`src/rtl/inst_decode_pkg.sv`:
```
// Shared types and opcode constants for the RV64I decode stage.
package inst_decode_pkg;

    typedef logic [31:0] inst_t;
    typedef logic [63:0] addr_t;

    typedef enum logic [3:0] {
        OP_ALU,
        OP_ALUW,
        OP_LUI,
        OP_AUIPC,
        OP_JAL,
        OP_JALR,
        OP_BRANCH,
        OP_LOAD,
        OP_STORE,
        OP_ILLEGAL
    } dec_op_t;

    localparam logic [6:0] OPC_LUI       = 7'b0110111;
    localparam logic [6:0] OPC_AUIPC     = 7'b0010111;
    localparam logic [6:0] OPC_JAL       = 7'b1101111;
    localparam logic [6:0] OPC_JALR      = 7'b1100111;
    localparam logic [6:0] OPC_BRANCH    = 7'b1100011;
    localparam logic [6:0] OPC_LOAD      = 7'b0000011;
    localparam logic [6:0] OPC_STORE     = 7'b0100011;
    localparam logic [6:0] OPC_OP_IMM    = 7'b0010011;
    localparam logic [6:0] OPC_OP        = 7'b0110011;
    localparam logic [6:0] OPC_OP_IMM_32 = 7'b0011011;
    localparam logic [6:0] OPC_OP_32     = 7'b0111011;

    // One queued instruction together with the PC it was fetched from.
    typedef struct packed {
        inst_t inst;
        addr_t pc;
    } entry_t;

    // Every immediate format is assembled into 32 bits with inst[31] on top,
    // so widening to 64 bits is always a copy of bit 31.
    function automatic addr_t sext32(input logic [31:0] v);
        return {{32{v[31]}}, v};
    endfunction

endpackage

```
`src/rtl/inst_decode_fields.sv`:
```
// Combinational RV64I field extraction: operation class, register indices,
// sign-extended immediate and legality for one instruction word.
module inst_fields
    import inst_decode_pkg::*;
(
    input  inst_t         inst,
    output dec_op_t       op,
    output logic [4:0]    rd,
    output logic [4:0]    rs1,
    output logic [4:0]    rs2,
    output addr_t         imm,
    output logic          illegal
);

    logic [6:0] opcode;
    logic [2:0] funct3;
    logic [6:0] funct7;
    logic       funct7_ok;
    addr_t      imm_i;
    addr_t      imm_s;
    addr_t      imm_b;
    addr_t      imm_u;
    addr_t      imm_j;

    assign opcode = inst[6:0];
    assign funct3 = inst[14:12];
    assign funct7 = inst[31:25];

    // Only SUB/SUBW and SRA/SRAW may carry the alternate funct7.
    assign funct7_ok = (funct7 == 7'b0000000) ||
                       ((funct7 == 7'b0100000) && ((funct3 == 3'b000) || (funct3 == 3'b101)));

    assign imm_i = sext32({{20{inst[31]}}, inst[31:20]});
    assign imm_s = sext32({{20{inst[31]}}, inst[31:25], inst[11:7]});
    assign imm_b = sext32({{19{inst[31]}}, inst[31], inst[7], inst[30:25], inst[11:8], 1'b0});
    assign imm_u = sext32({inst[31:12], 12'b0});
    assign imm_j = sext32({{11{inst[31]}}, inst[31], inst[19:12], inst[20], inst[30:21], 1'b0});

    // Select fields per format; anything not recognised stays illegal with zeroed fields.
    always_comb begin
        op      = OP_ILLEGAL;
        rd      = 5'd0;
        rs1     = 5'd0;
        rs2     = 5'd0;
        imm     = '0;
        illegal = 1'b1;
        if (inst[1:0] == 2'b11) begin
            case (opcode)
                OPC_LUI: begin
                    op = OP_LUI; rd = inst[11:7]; imm = imm_u; illegal = 1'b0;
                end
                OPC_AUIPC: begin
                    op = OP_AUIPC; rd = inst[11:7]; imm = imm_u; illegal = 1'b0;
                end
                OPC_JAL: begin
                    op = OP_JAL; rd = inst[11:7]; imm = imm_j; illegal = 1'b0;
                end
                OPC_JALR: begin
                    op = OP_JALR; rd = inst[11:7]; rs1 = inst[19:15]; imm = imm_i; illegal = 1'b0;
                end
                OPC_BRANCH: begin
                    if ((funct3 != 3'b010) && (funct3 != 3'b011)) begin
                        op = OP_BRANCH; rs1 = inst[19:15]; rs2 = inst[24:20]; imm = imm_b; illegal = 1'b0;
                    end
                end
                OPC_LOAD: begin
                    if (funct3 != 3'b111) begin
                        op = OP_LOAD; rd = inst[11:7]; rs1 = inst[19:15]; imm = imm_i; illegal = 1'b0;
                    end
                end
                OPC_STORE: begin
                    if (funct3[2] == 1'b0) begin
                        op = OP_STORE; rs1 = inst[19:15]; rs2 = inst[24:20]; imm = imm_s; illegal = 1'b0;
                    end
                end
                OPC_OP_IMM: begin
                    op = OP_ALU; rd = inst[11:7]; rs1 = inst[19:15]; imm = imm_i; illegal = 1'b0;
                end
                OPC_OP_IMM_32: begin
                    op = OP_ALUW; rd = inst[11:7]; rs1 = inst[19:15]; imm = imm_i; illegal = 1'b0;
                end
                OPC_OP: begin
                    if (funct7_ok) begin
                        op = OP_ALU; rd = inst[11:7]; rs1 = inst[19:15]; rs2 = inst[24:20]; illegal = 1'b0;
                    end
                end
                OPC_OP_32: begin
                    if (funct7_ok) begin
                        op = OP_ALUW; rd = inst[11:7]; rs1 = inst[19:15]; rs2 = inst[24:20]; illegal = 1'b0;
                    end
                end
                default: begin
                    op = OP_ILLEGAL;
                end
            endcase
        end
    end

endmodule

```
`src/rtl/inst_decode.sv`:
```
// Decode stage: 2-entry instruction queue behind fetch, decoded head entry
// presented to execute over valid/ready, with flush and stale-fetch drop.
module inst_decode
    import inst_decode_pkg::*;
#(
    parameter int DEPTH = 2
)(
    input  logic          clk,
    input  logic          rst,
    input  inst_t         inst,
    input  addr_t         inst_pc,
    input  logic          inst_signal,
    input  logic          fetch_busy,
    input  logic          flush,
    output logic          in_ready,
    output logic          out_valid,
    input  logic          out_ready,
    output addr_t         out_pc,
    output inst_t         out_inst,
    output dec_op_t       out_op,
    output logic [4:0]    out_rd,
    output logic [4:0]    out_rs1,
    output logic [4:0]    out_rs2,
    output addr_t         out_imm,
    output logic          out_illegal,
    output logic          overflow
);

    localparam int PTR_W = (DEPTH > 1) ? $clog2(DEPTH) : 1;
    localparam int CNT_W = $clog2(DEPTH + 1);
    localparam logic [CNT_W-1:0] FULL = CNT_W'(DEPTH);

    entry_t             entries [DEPTH];
    logic [PTR_W-1:0]   head;
    logic [PTR_W-1:0]   tail;
    logic [CNT_W-1:0]   count;
    logic               drop;
    logic               full;
    logic               push;
    logic               pop;

    assign full      = (count == FULL);
    assign out_valid = (count != '0);
    assign in_ready  = !full;

    // A pop frees the slot that a same-cycle push needs, so full plus pop still accepts.
    assign pop  = out_valid && out_ready && !flush;
    assign push = inst_signal && !flush && !drop && (!full || pop);

    assign out_pc   = entries[head].pc;
    assign out_inst = entries[head].inst;

    inst_fields u_fields (
        .inst    (entries[head].inst),
        .op      (out_op),
        .rd      (out_rd),
        .rs1     (out_rs1),
        .rs2     (out_rs2),
        .imm     (out_imm),
        .illegal (out_illegal)
    );

    // Queue storage, pointers, occupancy, stale-fetch drop flag and sticky overflow.
    always_ff @(posedge clk) begin
        if (!rst) begin
            for (int i = 0; i < DEPTH; i++) begin
                entries[i] <= '0;
            end
            head     <= '0;
            tail     <= '0;
            count    <= '0;
            drop     <= 1'b0;
            overflow <= 1'b0;
        end else if (flush) begin
            head  <= '0;
            tail  <= '0;
            count <= '0;
            if (fetch_busy && !inst_signal) begin
                drop <= 1'b1;
            end
        end else begin
            if (push) begin
                entries[tail] <= '{inst: inst, pc: inst_pc};
                tail          <= tail + PTR_W'(1);
            end
            if (pop) begin
                head <= head + PTR_W'(1);
            end
            if (push && !pop) begin
                count <= count + CNT_W'(1);
            end else if (pop && !push) begin
                count <= count - CNT_W'(1);
            end
            if (inst_signal && drop) begin
                drop <= 1'b0;
            end
            if (inst_signal && !drop && full && !pop) begin
                overflow <= 1'b1;
            end
        end
    end

endmodule

```
`config.mk`:
```
export PLATFORM = sky130hd
export DESIGN_NAME = inst_decode
export DESIGN_NICKNAME = d
export VERILOG_FILES = /design/src/rtl/inst_decode_pkg.sv /design/src/rtl/inst_decode_fields.sv /design/src/rtl/inst_decode.sv
export SDC_FILE = /design/constraint.sdc
export NUM_CORES = 1
export LEC_CHECK = 0
export CAP_MARGIN = 0
export CORE_UTILIZATION = 48
export DETAILED_ROUTE_END_ITERATION = 12
export PLACE_DENSITY = 0.81
export SLEW_MARGIN = 10
export SYNTH_ARGS = -nofsm -noshare
export SYNTH_HDL_FRONTEND = slang
export SYNTH_SLANG_ARGS = --single-unit
export TNS_END_PERCENT = 50
```
`constraint.sdc`:
```
create_clock -name clk -period 13 [get_ports clk]
set_clock_uncertainty 0.15 [all_clocks]
set_input_delay 3.25 -clock clk [delete_from_list [all_inputs] [get_ports clk]]
set_output_delay 3.25 -clock clk [all_outputs]
set_load 0.01 [all_outputs]
```
==> results.sh <==
export IMPL_hold_buffers=0
export IMPL_htreeDepth=4
export IMPL_dr_max_layer_used="met4"
export IMPL_layout_cells_most_common="clkdlybuf4s50_1"
export IMPL_syn_area_mm2=0.00972
export IMPL_ant_nets=0
export IMPL_slew_viol_final=0
export IMPL_diodes=0
export IMPL_postLayoutSetupSlackWorst_ns=4.98
export IMPL_timing_rr_start="count[0]"
export IMPL_cts_clk_slew_worst_paths_ns=0.07
export IMPL_area_growth_pct=35.5
export IMPL_met1_length_um=9370
export IMPL_routed_wl_met2_um=11800
export IMPL_vdd_drop_max_mv=0.0893
export IMPL_fmax_mhz=125
export IMPL_fin_crit_sh_pct=61.7
export IMPL_numCtsBuffers=17
export IMPL_synthArstFlopShare_pct=0
export IMPL_ys_flop_type="edfxtp_1"
export IMPL_crit_type="register to output port"
export IMPL_numPortBuffers=284
export IMPL_clock_sinks=199
export IMPL_die_area_mm2=0.0208
export IMPL_cts_resized=0
export IMPL_grt_pass1_vias=6441
export IMPL_worst_path_max_fanout=63
export IMPL_dieWidth_um=144
export IMPL_power_total_w=0.00146
export IMPL_cts_tree="done"
export IMPL_ff_latch_area_mm2=0.00591
export IMPL_cpMostUsedCell="buf_4"
export IMPL_p_leak_nw=4.92
export IMPL_wl_per_cell_um=18.1
export IMPL_vias=6602
export IMPL_grt_usage_pct=22.7
export IMPL_start_kind="register"
export IMPL_period_minus_slack_ns=8.02
export IMPL_status="finished clean"
export IMPL_avgSynthCellArea_um2=12.9
export IMPL_cp_data_required_time_ns=9.60
export IMPL_maxCapViolations=0
export IMPL_stdcell_count=1274
export IMPL_drive_gt1_share_pct=12.6
export IMPL_yosys_warnings=0
export IMPL_grt_ovfl_total=0
export IMPL_slowest_delay_ns=0.84
export IMPL_vias_per_cell=5.18
export IMPL_grt_pass1_wl_um=35100
export IMPL_grt_max_degree=97
export IMPL_rsz0062_at_grt="no"
export IMPL_rows=51
export IMPL_final_fill_count=1518
export IMPL_endpoint_kind="output port"
export IMPL_wl_met3_um=1510
export IMPL_slew_headroom_pct=30.6
export IMPL_setup_viol=0
export IMPL_cts_root_buf="clkbuf_16"
export IMPL_tightest_slew_ns=1.04
export IMPL_synth_seq_area_share_pct=60.7
export IMPL_initial_utilization_pct=49.5
export IMPL_final_nets=1099
export IMPL_crit_chain="buf_4 -> mux2i_1 -> a21oi_1 -> nor4_4 -> nor2_1 -> a31oi_2 -> buf_4 -> clkdlybuf4s50_1"
export IMPL_post_cts_buffers=0
export IMPL_hold_viol_final=0
export IMPL_routed_wl_um=23100
export IMPL_clock_latency_ns=0.43
export IMPL_synth_edf_count=192
export IMPL_dp_cells=1242
export IMPL_layout_common_cells="284 x clkdlybuf4s50_1, 193 x and2_1, 192 x edfxtp_1, 69 x mux2_2, 29 x nor2_1"
export IMPL_crit_slowest_cell="dfxtp_4"
export IMPL_syn_nets=858
export IMPL_hold_ws_ns=0.351
export IMPL_gp_congestion=0.905
export IMPL_pin_count=285
export IMPL_multi_input_area_mm2=0.00335
export IMPL_antenna_found_initial=0
export IMPL_worstHoldStart="drop"
export IMPL_clockBufferDepth=2
export IMPL_preCtsSetupSlack_ns=5.10
export IMPL_die_h_um=144
export IMPL_powerDensity_mw_per_mm2=111
export IMPL_yosys_register_bits=199
export IMPL_core_area_mm2=0.0197
export IMPL_firstDrtPassIters=4
export IMPL_drt_iter0_markers=279
export IMPL_syn_inst=755
export IMPL_synth_cell_types=63
export IMPL_drcViolationCount=0
export IMPL_setup_tns_ns=0
export IMPL_holdCritPathClass="register to register"
export IMPL_crit_arrival_ns=4.62
export IMPL_dp_hpwl_um=15900
## layout make-up
cell class | count | share of cell area, %
multi-input combinational | 460 | 25.4
clock buffer | 18 | 3.26
sequential | 199 | 44.8
clock inverter | 14 | 1.22
inverter | 27 | 0.769
timing repair buffer | 291 | 22.0
tap | 265 | 2.52
## logic make-up after synthesis
family / synth area share, %
compound gates: 4.58
xor+xnor: 0.540
fa+ha+maj: 0.129
buf+inv: 5.22
flops: 60.7
mux: 10.8
simple gates: 18.0
## routing by layer
layer  track usage [%]  vias to the layer above
met2              39.1                      231
met5                 0                        -
met3              5.73                       27
met1              27.8                     3199
li1                  -                     3145
met4              7.37                        0
## cells in the mapped netlist, types with 2 or more instances
master | instances | area, um2
nor3_1 | 8 | 40.0
nor2b_1 | 3 | 18.8
clkbuf_1 | 20 | 75.1
a32oi_1 | 2 | 17.5
nor3b_1 | 4 | 30.0
and3_1 | 3 | 18.8
nor4_1 | 3 | 18.8
nand2b_1 | 3 | 18.8
nand2_1 | 13 | 48.8
o21ai_1 | 2 | 10.0
buf_2 | 7 | 35.0
o211ai_1 | 2 | 15.0
buf_1 | 7 | 26.3
and3b_1 | 2 | 17.5
nand3_1 | 5 | 25.0
mux2_2 | 69 | 777
nand3b_1 | 3 | 22.5
a21o_1 | 2 | 15.0
o21ai_0 | 24 | 120
or2_2 | 3 | 18.8
buf_4 | 33 | 248
buf_6 | 2 | 22.5
a22oi_1 | 2 | 15.0
a31oi_1 | 2 | 12.5
o22ai_1 | 6 | 37.5
nor2_1 | 30 | 113
inv_1 | 27 | 101
mux2i_1 | 27 | 270
dfxtp_1 | 7 | 140
edfxtp_1 | 192 | 5770
a21oi_1 | 12 | 60.1
or3_1 | 3 | 18.8
xor2_1 | 5 | 43.8
and2_1 | 193 | 1210
## registers in the layout, summed over array words and instances, names as in the netlist, named ones only
| signal | count |
|---|---|
| entries | 192 |
| overflow | 1 |
| tail | 1 |
| drop | 1 |
| count | 2 |
| head | 1 |
## power breakdown
group | switching (W) | total, W | internal [W]
Clock | 0.000251 | 0.000526 | 0.000275
Sequential | 0.0000129 | 0.000750 | 0.000737
Combinational | 0.0000833 | 0.000183 | 0.000100
## metrics by stage
stage	instance area, um2	util, %
after global routing	13200	67.0
final	13200	67.0
after CTS	13200	67.0
after global placement	12600	64.0
after detailed placement	12600	64.0
after floorplan	9720	-
## worst paths after layout
| check | end | slack, ns | cells past startpoint |
|---|---|---|---|
| max | out_imm[38] | 4.98 | 8 |
| min | drop | 0.35 | 2 |
| max reg2reg | entries[1][47] | 10.26 | 5 |
| min reg2reg | drop | 0.35 | 2 |
## worst max-delay path, delay by kind of cell (launching register included)
family          cells  cell delay (ns)
buf+inv             3             1.66
simple gates        2             0.74
flops               1             0.84
mux                 1             0.47
compound gates      2             0.40
Power figures use the tool's default switching activity.
